File: config.mk
export PLATFORM = sky130hd
export DESIGN_NAME = axis_mil1553_decoder
export DESIGN_NICKNAME = d
export VERILOG_FILES = /design/src/rtl/mil1553_pkg.sv /design/src/rtl/mil1553_bit_sampler.sv /design/src/rtl/axis_mil1553_decoder.sv
export SDC_FILE = /design/constraint.sdc
export NUM_CORES = 1
export LEC_CHECK = 0
export CAP_MARGIN = 30
export CORE_MARGIN = 2
export CORE_UTILIZATION = 57
export CTS_CLUSTER_DIAMETER = 100
export CTS_CLUSTER_SIZE = 28
export DETAILED_ROUTE_END_ITERATION = 12
export PLACE_DENSITY = 0.79
export SLEW_MARGIN = 5
export SYNTH_ARGS = -nofsm -noshare
export SYNTH_HDL_FRONTEND = slang
export SYNTH_SLANG_ARGS = --single-unit
File: constraint.sdc
create_clock -name aclk -period 2.2 [get_ports aclk]
set_input_delay 0.44 -clock aclk [delete_from_list [all_inputs] [get_ports aclk]]
set_output_delay 0.44 -clock aclk [all_outputs]
set_load 0.01 [all_outputs]
File: src/rtl/mil1553_pkg.sv
`default_nettype none
// ============================================================================
//  Module      : mil1553_pkg
//  Description : Shared constants, helper functions and FSM state type for
//                the MIL-STD-1553 Manchester II receive path.
//  Revision    : 1.0 - initial release
// ============================================================================
package mil1553_pkg;

    // Sync type codes as reported in tuser[7:5]
    localparam logic [2:0] SYNC_CMD  = 3'b100;
    localparam logic [2:0] SYNC_DATA = 3'b010;

    // tuser field positions
    localparam int TUSER_PARITY   = 0;
    localparam int TUSER_SYNC_LSB = 5;
    localparam int TUSER_SYNC_MSB = 7;

    // Half-bit rate of a 1 Mbit/s Manchester stream
    localparam int HALF_BIT_RATE       = 2_000_000;
    localparam int DEFAULT_CLOCK_SPEED = 100_000_000;

    // Clocks per half-bit for a given aclk frequency
    function automatic int hb_of(input int clock_speed);
        return clock_speed / HALF_BIT_RATE;
    endfunction

    // Shortest run accepted as one half of a sync (2.5 half-bits)
    function automatic int sync_min_of(input int hb);
        return (5 * hb) / 2;
    endfunction

    // Longest run tolerated inside a sync half (4 half-bits)
    function automatic int sync_max_of(input int hb);
        return 4 * hb;
    endfunction

    // Derived constants at the default clock
    localparam int HB       = hb_of(DEFAULT_CLOCK_SPEED);
    localparam int SYNC_MIN = sync_min_of(HB);
    localparam int SYNC_MAX = sync_max_of(HB);

    typedef enum logic [2:0] {
        ST_IDLE  = 3'd0,
        ST_SYNC1 = 3'd1,
        ST_SYNC2 = 3'd2,
        ST_DATA  = 3'd3,
        ST_OUT   = 3'd4
    } dec_state_t;

endpackage
`default_nettype wire

File: src/rtl/mil1553_bit_sampler.sv
`default_nettype none
// ============================================================================
//  Module      : mil1553_bit_sampler
//  Description : Synchronizes the differential bus pair, tracks how long the
//                current valid symbol has been stable, and produces one
//                decision tick per half-bit at its centre. The tick phase is
//                re-aligned on every symbol transition.
//  Revision    : 1.0 - initial release
// ============================================================================
module mil1553_bit_sampler #(
    parameter int CLOCK_SPEED = 100_000_000,
    parameter int SAMPLE_RATE = 2_000_000,
    parameter int RUN_W       = 8
) (
    input  logic             aclk,
    input  logic             arstn,
    input  logic [1:0]       diff,
    output logic             symbol,
    output logic             symbol_valid,
    output logic [RUN_W-1:0] run_len,
    output logic             tick
);

    // SAMPLE_RATE grid: DIV clocks per grid step, NSLOT grid steps per half-bit
    localparam int DIV   = CLOCK_SPEED / SAMPLE_RATE;
    localparam int NSLOT = SAMPLE_RATE / 2_000_000;
    localparam int PH_W  = $clog2(DIV);
    localparam int SL_W  = (NSLOT > 1) ? $clog2(NSLOT) : 1;

    // Half-bit centre expressed as (slot, phase) on the grid
    localparam logic [PH_W-1:0] TICK_PHASE = (NSLOT > 1) ? '0 : PH_W'(DIV / 2);
    localparam logic [SL_W-1:0] TICK_SLOT  = (NSLOT > 1) ? SL_W'(NSLOT / 2) : '0;
    localparam logic [PH_W-1:0] PH_LAST    = PH_W'(DIV - 1);
    localparam logic [SL_W-1:0] SL_LAST    = SL_W'(NSLOT - 1);

    logic [1:0]       sync1_q, sync1_d;
    logic [1:0]       sync2_q, sync2_d;
    logic [1:0]       sync3_q, sync3_d;
    logic             symbol_q, symbol_d;
    logic             valid_q, valid_d;
    logic [RUN_W-1:0] run_q, run_d;
    logic [PH_W-1:0]  phase_q, phase_d;
    logic [SL_W-1:0]  slot_q, slot_d;
    logic             tick_q, tick_d;

    wire w_change = (sync2_q != sync3_q);
    wire w_valid  = sync2_q[1] ^ sync2_q[0];

    // Next-state: synchronizer chain, run length and grid phase
    always_comb begin
        sync1_d  = diff;
        sync2_d  = sync1_q;
        sync3_d  = sync2_q;
        symbol_d = sync2_q[1];
        valid_d  = w_valid;
        run_d    = run_q;
        phase_d  = phase_q;
        slot_d   = slot_q;
        tick_d   = 1'b0;

        // Run length restarts on any change and is held at zero while invalid
        if (w_change || !w_valid) begin
            run_d = '0;
        end else if (run_q != '1) begin
            run_d = run_q + 1'b1;
        end

        // Grid phase re-aligns to each transition so ticks track the sender
        if (w_change) begin
            phase_d = '0;
            slot_d  = '0;
        end else begin
            tick_d = (phase_q == TICK_PHASE) && (slot_q == TICK_SLOT);
            if (phase_q == PH_LAST) begin
                phase_d = '0;
                slot_d  = (slot_q == SL_LAST) ? '0 : slot_q + 1'b1;
            end else begin
                phase_d = phase_q + 1'b1;
            end
        end
    end

    // State registers
    always_ff @(posedge aclk or negedge arstn) begin
        if (!arstn) begin
            sync1_q  <= 2'b00;
            sync2_q  <= 2'b00;
            sync3_q  <= 2'b00;
            symbol_q <= 1'b0;
            valid_q  <= 1'b0;
            run_q    <= '0;
            phase_q  <= '0;
            slot_q   <= '0;
            tick_q   <= 1'b0;
        end else begin
            sync1_q  <= sync1_d;
            sync2_q  <= sync2_d;
            sync3_q  <= sync3_d;
            symbol_q <= symbol_d;
            valid_q  <= valid_d;
            run_q    <= run_d;
            phase_q  <= phase_d;
            slot_q   <= slot_d;
            tick_q   <= tick_d;
        end
    end

    assign symbol       = symbol_q;
    assign symbol_valid = valid_q;
    assign run_len      = run_q;
    assign tick         = tick_q;

endmodule
`default_nettype wire

File: src/rtl/axis_mil1553_decoder.sv
`default_nettype none
// ============================================================================
//  Module      : axis_mil1553_decoder
//  Description : MIL-STD-1553 Manchester II receiver. Hunts for the 3-bit
//                sync, decodes 16 data bits plus odd parity and presents each
//                word on an AXI-Stream master with sync type and parity status.
//  Revision    : 1.0 - initial release
// ============================================================================
module axis_mil1553_decoder #(
    parameter int CLOCK_SPEED = 100_000_000,
    parameter int SAMPLE_RATE = 2_000_000
) (
    input  logic        aclk,
    input  logic        arstn,
    input  logic [1:0]  diff,
    output logic [15:0] m_axis_tdata,
    output logic        m_axis_tvalid,
    output logic [7:0]  m_axis_tuser,
    input  logic        m_axis_tready
);
    import mil1553_pkg::*;

    localparam int HB_CLK = hb_of(CLOCK_SPEED);
    localparam int SMIN   = sync_min_of(HB_CLK);
    localparam int SMAX   = sync_max_of(HB_CLK);
    localparam int RUN_W  = $clog2(SMAX + 2);

    localparam logic [RUN_W-1:0] RUN_MIN = RUN_W'(SMIN);
    localparam logic [RUN_W-1:0] RUN_MAX = RUN_W'(SMAX);

    logic             sym;
    logic             sym_valid;
    logic [RUN_W-1:0] run_len;
    logic             tick;

    mil1553_bit_sampler #(
        .CLOCK_SPEED (CLOCK_SPEED),
        .SAMPLE_RATE (SAMPLE_RATE),
        .RUN_W       (RUN_W)
    ) u_sampler (
        .aclk         (aclk),
        .arstn        (arstn),
        .diff         (diff),
        .symbol       (sym),
        .symbol_valid (sym_valid),
        .run_len      (run_len),
        .tick         (tick)
    );

    dec_state_t  state_q, state_d;
    logic [2:0]  sync_type_q, sync_type_d;
    logic [1:0]  tick_cnt_q, tick_cnt_d;
    logic        half_q, half_d;
    logic        first_q, first_d;
    logic [4:0]  bit_cnt_q, bit_cnt_d;
    logic [16:0] shift_q, shift_d;
    logic [15:0] tdata_q, tdata_d;
    logic [7:0]  tuser_q, tuser_d;
    logic        tvalid_q, tvalid_d;

    // A fresh valid level has just appeared on the bus
    wire w_new_level = sym_valid && (run_len == '0);

    // Next-state: sync hunt, bit decode and output register update
    always_comb begin
        state_d     = state_q;
        sync_type_d = sync_type_q;
        tick_cnt_d  = tick_cnt_q;
        half_d      = half_q;
        first_d     = first_q;
        bit_cnt_d   = bit_cnt_q;
        shift_d     = shift_q;
        tdata_d     = tdata_q;
        tuser_d     = tuser_q;
        tvalid_d    = tvalid_q;

        if (tvalid_q && m_axis_tready) begin
            tvalid_d = 1'b0;
        end

        case (state_q)
            ST_IDLE: begin
                if (sym_valid && (run_len >= RUN_MIN)) begin
                    state_d     = ST_SYNC1;
                    sync_type_d = sym ? SYNC_CMD : SYNC_DATA;
                end
            end
            ST_SYNC1: begin
                if (!sym_valid) begin
                    state_d = ST_IDLE;
                end else if (w_new_level) begin
                    state_d    = ST_SYNC2;
                    tick_cnt_d = 2'd0;
                end else if (run_len > RUN_MAX) begin
                    state_d = ST_IDLE;
                end
            end
            ST_SYNC2: begin
                // Any transition before the third centre tick means a short second half
                if (!sym_valid || w_new_level) begin
                    state_d = ST_IDLE;
                end else if (tick) begin
                    if (tick_cnt_q == 2'd2) begin
                        state_d   = ST_DATA;
                        half_d    = 1'b0;
                        bit_cnt_d = 5'd0;
                        shift_d   = 17'd0;
                    end else begin
                        tick_cnt_d = tick_cnt_q + 2'd1;
                    end
                end
            end
            ST_DATA: begin
                if (!sym_valid) begin
                    state_d = ST_IDLE;
                end else if (tick) begin
                    if (!half_q) begin
                        first_d = sym;
                        half_d  = 1'b1;
                    end else begin
                        half_d = 1'b0;
                        if (sym == first_q) begin
                            state_d = ST_IDLE;
                        end else begin
                            shift_d = {shift_q[15:0], first_q};
                            if (bit_cnt_q == 5'd16) begin
                                state_d = ST_OUT;
                            end else begin
                                bit_cnt_d = bit_cnt_q + 5'd1;
                            end
                        end
                    end
                end
            end
            ST_OUT: begin
                // Overwrites any unaccepted word; tvalid stays high
                tdata_d                                = shift_q[16:1];
                tuser_d                                = 8'h00;
                tuser_d[TUSER_SYNC_MSB:TUSER_SYNC_LSB] = sync_type_q;
                tuser_d[TUSER_PARITY]                  = ^shift_q;
                tvalid_d                               = 1'b1;
                state_d                                = ST_IDLE;
            end
            default: state_d = ST_IDLE;
        endcase
    end

    // State and output registers
    always_ff @(posedge aclk or negedge arstn) begin
        if (!arstn) begin
            state_q     <= ST_IDLE;
            sync_type_q <= 3'b000;
            tick_cnt_q  <= 2'd0;
            half_q      <= 1'b0;
            first_q     <= 1'b0;
            bit_cnt_q   <= 5'd0;
            shift_q     <= 17'd0;
            tdata_q     <= 16'h0000;
            tuser_q     <= 8'h00;
            tvalid_q    <= 1'b0;
        end else begin
            state_q     <= state_d;
            sync_type_q <= sync_type_d;
            tick_cnt_q  <= tick_cnt_d;
            half_q      <= half_d;
            first_q     <= first_d;
            bit_cnt_q   <= bit_cnt_d;
            shift_q     <= shift_d;
            tdata_q     <= tdata_d;
            tuser_q     <= tuser_d;
            tvalid_q    <= tvalid_d;
        end
    end

    assign m_axis_tdata  = tdata_q;
    assign m_axis_tuser  = tuser_q;
    assign m_axis_tvalid = tvalid_q;

endmodule
`default_nettype wire

[Yosys cells after proc, flatten, opt, wreduce, memory -nomap -nowiden]
Cells that the tools add are included.
Operators by class
  add/subtract/negate cells: 5
  $lt $le $gt $ge: 2
  equal/unequal tests: 29
  multiplexer cells: 54
  bitwise logic cells: 3
  reductions and logical operators: 23
Operators with widths (count)
  two-way mux 17 bit: 7
  two-way mux 5 bit: 8
  two-way mux 3 bit: 13
  case mux 17 bit (2 select lines): 1
  XOR reduction 17 bit: 1
  two-way mux 8 bit: 2
  inequality test 2 bit (second input constant): 8
  two-way mux 1 bit: 12
  two-way mux 6 bit: 2
  case mux 3 bit (4 select lines): 1
  AND reduction 6 bit: 2
  two-way mux 2 bit: 5
  case mux 5 bit (2 select lines): 1
  nonzero test 2 bit: 5
  inequality test 3 bit (second input constant): 3
  AND reduction 9 bit: 1
  adder 8 x 1 -> 8 bit (second input constant): 1
  greater-or-equal comparator 8 x 7 -> 1 bit (second input constant): 1
  > comparator 8 bit (second input constant): 1
  zero test 8 bit: 1
  inequality test 2 x 1 -> 1 bit (second input constant): 4
  inequality test 4 bit (second input constant): 2
  inequality test 8 bit (second input constant): 1
  AND reduction 8 bit: 1
  25 further kinds: 32
Storage, ports and cells
  flip-flop bits (word level): 77
  input port bits: 5

[Longest topological paths before layout]
Gate-level depths: netlist (run 1).
  depth after elaboration: 7
  mapped depth: 9
  gate-level depth less buffers: 7

[Cells and area by module]
A second synthesis (run 1) with hierarchy kept.
Second synthesis, totals
  cells, all modules: 314
  area, all modules: 3592.2 µm²
Modules (own cells, without submodules)
  axis_mil1553_decoder: instances 1, cells each 230, area an instance 2572.5 µm²
  mil1553_bit_sampler: instances 1, cells each 84, area an instance 1019.7 µm²

[Least setup slack after synthesis (run 1)]
OpenSTA, ideal clock, no wires.
  path type: flip-flop to flip-flop
  start point: register u_sampler.run_q[3] (netlist: u_sampler.run_len[3])
  end point: register tick_cnt_q[0]
  setup time: 0.125 ns
  arrival time: 1.893 ns
  required time: 2.075 ns
  setup slack: 0.183 ns
  cell stages (with the launch flop): 5
  path buffers: 0
  cell sequence: dfrtp_1 -> or4_4 -> or4_1 -> o21ai_2 -> mux2_2
On the way
  word-level cells in the longest chain between the ends: 5
  elaborated cells between the ends (all ways): 6
Ends and longest elaborated chain
  start, declared: RTL line mil1553_bit_sampler.sv:41  | logic [RUN_W-1:0] run_q, run_d;
  start signal, assigned: RTL line mil1553_bit_sampler.sv:101  | run_q <= run_d;
  zero test 8 bit (*): RTL line axis_mil1553_decoder.sv:62  | wire w_new_level = sym_valid && (run_len == '0);
  logical AND 1 bit (*): RTL line axis_mil1553_decoder.sv:62
  logical OR 1 bit: RTL line axis_mil1553_decoder.sv:100  | if (!sym_valid || w_new_level) begin
  inequality test 2 bit (no line)
  AND reduction 6 bit (no line) (*)
  end signal, assigned: RTL line axis_mil1553_decoder.sv:164  | tick_cnt_q <= tick_cnt_d;
  end, declared: RTL line axis_mil1553_decoder.sv:52  | logic [1:0] tick_cnt_q, tick_cnt_d;
Mark *: on every way between the ends. The rest lies on a longest branch, timed or not.
A chain may end at the register's enable or synchronous reset.

[Worst setup path after layout (run 1)]
  start point: register u_sampler.run_q[3] (netlist: u_sampler.run_len[3])
  end point: register tick_cnt_q[1]
Same word-level chain as after synthesis.

==> summary.txt, run 1 <==
Outcome
  • Status: finished, final reports clean

Yosys
  • Top-count cell post-synth: dfrtp_1
  • Register bit total from synthesis: 73
  • Share of the synthesized area in the top cell type: 53.50%
  • Syn Inst Count: 315
  • Main synth FF type: dfrtp_1
  • Register area share after synthesis: a little over half
  • Average size of a mapped cell: 10.84 µm²
  • Ys async rst share: between 90% and 100%
  • Mapped Area: 3415 µm²
  • Post-synth EDFFs: 0
  • Synth area leader: dfrtp_1
  • Post-synth cell types: 45
  • Commonest cells post-synth: dfrtp_1, nand2_1, mux2_2
  • Yosys warning count: 0
  • Ranking of synthesized cells by area: dfrtp_1, mux2_2, nand2_1

STA
  • Final setup violation count: 0
  • Period utilisation layout: 95.39%
  • Slew Limit Fails: 0
  • Fmax: 0.4765 GHz
  • Minimum clock period: 2.099 ns
  • Least-Margin Pin Slew: 0.4841 ns
  • Max_slew headroom: 67.28%
  • Final Hold Fails: 0
  • Max Clock Skew: roughly 0.0084 ns
  • Final setup TNS: 0 ns
  • Unrepaired setup endpoints after global routing: false

Route
  • Post-DR wirelength/cell: between 10 and 15 µm
  • Via count: 2244
  • Residual DRC: 0
  • Final ANT Viol Nets: 0
  • DR vias/cell: 5.292
  • Iter 0 DRT Violations: 110
  • Routed WL: 5479 µm
  • DR pass1 iterations: 4

Worst setup path
  • CP delay by family, top: simple AND/OR/NAND/NOR gates
  • WP depth: 4
  • Worst EP required: ~2.4 ns
  • Worst-path cell chain: or4_4 -> or4_1 -> o21ai_2 -> mux2_2
  • Worst Path Buf+Inv: 0
  • Worst reg2reg path depth: 4
  • RR Endpoint: tick_cnt_q[1]$_DFFE_PN0P_
  • Worst path max stage delay: 0.58 ns
  • WS Path Type: reg2reg
  • Worst setup EP type: flop
  • Worst setup path endpoint: tick_cnt_q[1]$_DFFE_PN0P_
  • Critical path's slowest cell: or4_4
  • Crit path DAT: 2.33 ns
  • R2R setup slack: 0.10 ns
  • Worst Setup Start Kind: flop
  • Critical path peak fanout: 6
  • R2r startpoint: u_sampler.run_len[3]$_DFFE_PN0P_
  • CP startpoint: u_sampler.run_len[3]$_DFFE_PN0P_

Die
  • Die Height: 81.40 µm
  • IO Pins: 30
  • Core area: around 5900 µm²
  • Rows: 28
  • Initial Utilization: between 50% and 60%
  • Die width: between 80 and 90 µm
  • Die area: between 6000 and 7000 µm²

Place
  • GPL Wtd Cong: around 0.81
  • HPWL Detailed: 3880 µm
  • IO buf count: 24
  • Area after DPL: around 3700 µm²

Clock tree
  • Hold_buf cts: 0
  • Clk pin slew, worst setup/hold paths: 0.08 ns
  • CTS Buf Count: 9
  • Clk sinks: 73
  • Clk buf depth: 2
  • H-Tree Depth: 3
  • Clk_lat worst skew: 0.34 ns
  • Root Driver: clkbuf_8
  • TritonCTS clock tree: built

Final layout
  • Fillers: roughly 440
  • N_diodes: 0
  • Total Nets Final: 358
  • Final instance area: 3910 µm²
  • Area delta synth->final: 14.51%
  • Share of post-route cells with drive strength above 1: 14.61%

Power
  • Worst vdd ir: 0.5498 mV
  • Total power: 2.359 mW
  • Power Dens Cells: 603.3 nW/µm²
  • P_leak: 1.766 nW

Global route
  • Initial antenna violation count: 0
  • Grt ovf: 0
  • Largest net degree at the start of global routing: 74
  • First-pass GRT wire length: between 9000 and 10000 µm
  • Gr usage total: 19.79%
  • Vias in the first global route: 2207

Flow run
  • Max-capacitance violation count: 0

Min path
  • Hold Crit Class: in2async
-- how the worst min path moves through the flow --
stage / startpoint / end / slack, ns / cells after the start
after global routing: arstn / m_axis_tdata[14]$_DFFE_PN0P_ / 0.12 / 2
after detailed placement: u_sampler.sync1_q[0]$_DFF_PN0_ / u_sampler.sync2_q[0]$_DFF_PN0_ / 0.34 / 0
after global placement: u_sampler.sync1_q[1]$_DFF_PN0_ / u_sampler.sync2_q[1]$_DFF_PN0_ / 0.33 / 0
after CTS: arstn / m_axis_tdata[14]$_DFFE_PN0P_ / 0.12 / 2
after floorplan: arstn / bit_cnt_q[0]$_DFFE_PN0P_ / 0.14 / 0
final: arstn / m_axis_tdata[14]$_DFFE_PN0P_ / 0.08 / 2
-- flip-flops by register name (all words and copies together) (netlist names), 3 cells and up --
register / cells
shift_q: 17
m_axis_tdata: 16
u_sampler.run_len: 8
u_sampler.phase_q: 6
bit_cnt_q: 5
m_axis_tuser: 3
state_q: 3
-- repair_timing --
item	in CTS	in global routing
endpoints found under the hold margin	0	0
setup buffers	0	0
resized for setup	0	1
endpoints found under the setup margin	0	1
-- layout make-up --
class / count / area [µm²] / area share [%]
flip-flops and latches: 73 / 1827 / 46.72
multi-input cells: 219 / 1468 / 37.54
repair buffers: 31 / 312.8 / 8.000
clock buffers: 10 / 127.6 / 3.264
well taps: 75 / 93.84 / 2.400
clock inverters: 6 / 43.79 / 1.120
inverters: 10 / 37.54 / 0.9600
-- layout by cell type (no fill, tap or decap), drive strengths merged, types with 2 or more instances in the layout --
cell            n
a21oi           4
a31oi           4
and4b           2
buf             8
clkbuf         10
clkdlybuf4s50  23
clkinvlp        4
conb            5
dfrtp          73
ha              9
inv            11
mux2           23
mux2i           2
nand2          47
nand2b          5
nand3           8
nand3b          3
nand4           5
nor2           21
nor2b           4
nor3            5
o21ai          25
or3             2
or4             2
xnor2          18
xor2            9
-- layer usage --
metal,GRT usage (%),wire [µm],vias up
met5,0,0,-
met4,10.85,101,0
met3,3.333,138,8
met2,32.87,2764,26
met1,24.63,2474,1093
li1,-,-,1117
-- power by group --
| part | leakage [nW] | internal, mW | switching (mW) | total, mW |
|---|---|---|---|---|
| Combinational | 0.689 | 0.0263 | 0.0546 | 0.0809 |
| Sequential | 1.00 | 1.35 | 0.0108 | 1.36 |
| Clock | 0.0749 | 0.410 | 0.503 | 0.914 |
| Total | 1.77 | 1.79 | 0.569 | 2.36 |
-- cell families (layout without fill, tap and decap cells) --
logic type | count (synthesis) | count (layout) | share of synthesized area [%]
simple gates | 111 | 111 | 15.76
xor+xnor | 28 | 28 | 7.585
mux | 25 | 25 | 8.172
compound gates | 41 | 41 | 7.476
flops | 73 | 73 | 53.50
fa+ha+maj | 9 | 9 | 3.298
other cells | 1 | 5 | 0.1098
buf+inv | 27 | 57 | 4.104
-- per-stage QoR --
step	setup WS, ns	util, %	instances	hold slack [ns]
global route	0.03308	66.83	424	0.1225
global placement	0.1472	63.90	408	0.3323
finish	0.1013	66.83	424	0.08464
floorplan	0.1825	-	319	0.1444
detailed placement	0.1134	63.90	408	0.3403
CTS	0.1019	66.83	424	0.1187
No activity file was read; power rests on OpenSTA's default activity.
==> run 2: changes to the inputs <==
- HOLD_SLACK_MARGIN: default -> 0.15
==> run 2 against run 1 <==
Net effect: worst setup slack hardly changed; maximum frequency hardly changed; design area is 0.26% higher; largest power group unchanged; highest routed layer unchanged.
==> summary.txt, run 2 (same netlist as run 1, synthesis figures left out) <==
Place
  • Pre-CTS setup slack: 0.1134 ns
  • GPL Wtd Cong: 0.8124
  • IO buf count: 24
  • HPWL Detailed: a little under 4000 µm

Power
  • Worst vdd ir: ~0.55 mV
  • Power Dens Cells: between 600 and 700 nW/µm²
  • P_leak: approximately 1.8 nW
  • Clock power frac: 38.7%
  • Comb power frac: 3.5%
  • Part of the power in registers: 57.8%
  • Int Pwr: roughly 1.8 mW
  • Switch share: 24.09%
  • NetSw: 0.5685 mW

STA
  • Final Hold Fails: 0
  • Least-Margin Pin Slew: 0.4849 ns
  • Minimum clock period: 2.099 ns
  • Fmax: 0.4765 GHz
  • Final setup violation count: 0
  • Setup ws final: roughly 0.10 ns
  • Final setup TNS: 0 ns
  • Max_slew headroom: 67.24%
  • Max Clock Skew: 0.008369 ns
  • Unrepaired setup endpoints after global routing: false
  • Slew Limit Fails: 0
  • Period utilisation layout: 95.39%

Clock tree
  • Clk pin slew, worst setup/hold paths: around 0.08 ns
  • TritonCTS clock tree: built
  • Clk_lat worst skew: 0.34 ns
  • CTS Buf Count: 9
  • Clk sinks: 73
  • Setup bufs post-CTS: 0
  • Clk buf depth: 2
  • H-Tree Depth: 3
  • Root Driver: clkbuf_8

Final layout
  • Commonest non-fill, non-tap cell in the layout: dfrtp_1
  • Area delta synth->final: 14.80%
  • N_diodes: 0
  • Share of post-route cells with drive strength above 1: between 10% and 20%
  • Most frequent cells in the layout: dfrtp_1, nand2_1, mux2_2, clkdlybuf4s50_1, nor2_1
  • Most flops, register: shift_q
  • Total Nets Final: about 360
  • Max FFs per register: 17

Worst setup path
  • Worst setup EP type: flop
  • Worst reg2reg path depth: 4
  • Worst path max stage delay: 0.58 ns
  • Critical path's slowest cell: or4_4
  • Crit path DAT: 2.33 ns
  • Worst EP required: 2.43 ns
  • Critical path peak fanout: 6
  • WS Path Type: reg2reg
  • Worst Setup Start Kind: flop
  • R2R setup slack: 0.10 ns
  • Worst-path cell chain: or4_4 -> or4_1 -> o21ai_2 -> mux2_2

Route
  • Via count: approximately 2200
  • Top Layer Used: met4
  • Met1 Wirelength: approximately 2500 µm
  • Routed wl met3: around 140 µm
  • Post-DR wirelength/cell: approximately 13 µm
  • DR vias/cell: 5.292
  • Final ANT Viol Nets: 0
  • DR pass1 iterations: 4
  • Metal2 WL: about 2800 µm
  • Iter 0 DRT Violations: 105
  • Residual DRC: 0
  • Routed WL: 5497 µm

Die
  • Rows: 28
  • Core area: roughly 5900 µm²
  • IO Pins: 30
  • Die width: between 80 and 90 µm
  • Initial Utilization: 58.36%
  • Die Height: 81.40 µm
  • Die area: 6625 µm²

Flow run
  • Max-capacitance violation count: 0

Min path
  • Hold Crit Class: reg2reg
  • Hold Path Depth: 0

Outcome
  • Status: finished, final reports clean

Global route
  • Initial antenna violation count: 0
  • Largest net degree at the start of global routing: 74
  • Gr usage total: 19.84%
  • Grt ovf: 0
  • Vias in the first global route: 2219
  • First-pass GRT wire length: 9818 µm
run 2: power by group through the flow:
| stage | clock [mW] | sequential, mW | combinational (mW) |
|---|---|---|---|
| 2_1_floorplan | 0 | 1.39 | 0.0440 |
| 3_3_place_gp | 0 | 1.39 | 0.0818 |
| 3_5_place_dp | 0 | 1.39 | 0.0838 |
| 4_1_cts | 0.949 | 1.36 | 0.0854 |
| 5_1_grt | 1.01 | 1.37 | 0.0990 |
| 6_report | 0.913 | 1.36 | 0.0824 |
run 2: layout make-up:
cell class	instances	area, µm²
fill	436	1931
sequential	73	1827
multi-input combinational	219	1468
timing repair buffer	32	322.8
clock buffer	10	127.6
tap	75	93.84
clock inverter	6	43.79
inverter	10	37.54
run 2: repair_timing:
action	CTS	global route
hold endpoints to repair	73	0
hold buffers	1	0
resized for setup	0	1
endpoints found under the setup margin	0	1
run 2: routing by layer:
| layer | GRT usage [%] | up-vias |
|---|---|---|
| met1 | 24.63 | 1096 |
| met3 | 3.333 | 8 |
| li1 | - | 1119 |
| met2 | 33.03 | 26 |
| met4 | 10.85 | 0 |
| met5 | 0 | - |
run 2: through the flow:
| step | hold WS [ns] | area (µm²) | total power [mW] | cells | util (%) |
|---|---|---|---|---|---|
| finish | 0.3548 | 3920 | 2.360 | 425 | 67.00 |
| global route | 0.3588 | 3920 | 2.476 | 425 | 67.00 |
| CTS | 0.3583 | 3920 | 2.398 | 425 | 67.00 |
| detailed placement | 0.3403 | 3739 | 1.475 | 408 | 63.90 |
| global placement | 0.3323 | 3739 | 1.472 | 408 | 63.90 |
| floorplan | 0.1444 | 3430 | 1.433 | 319 | - |
run 2: critical path, delay by kind of cell, from the launching register on:
family | cells | cell delay (ns)
AND/OR/NAND/NOR | 2 | 1.11
AO/OA/AOI/OAI | 1 | 0.10
multiplexers | 1 | 0.35
flip-flops | 1 | 0.44
run 2: final timing paths:
| path | startpoint | to |
|---|---|---|
| max | u_sampler.run_len[3]$_DFFE_PN0P_ | tick_cnt_q[1]$_DFFE_PN0P_ |
| min | u_sampler.sync1_q[0]$_DFF_PN0_ | u_sampler.sync2_q[0]$_DFF_PN0_ |
| max reg2reg | u_sampler.run_len[3]$_DFFE_PN0P_ | tick_cnt_q[1]$_DFFE_PN0P_ |
| min reg2reg | u_sampler.sync1_q[0]$_DFF_PN0_ | u_sampler.sync2_q[0]$_DFF_PN0_ |
| max in group asynchronous | arstn | shift_q[4]$_DFFE_PN0P_ |
| min in group asynchronous | arstn | m_axis_tdata[14]$_DFFE_PN0P_ |
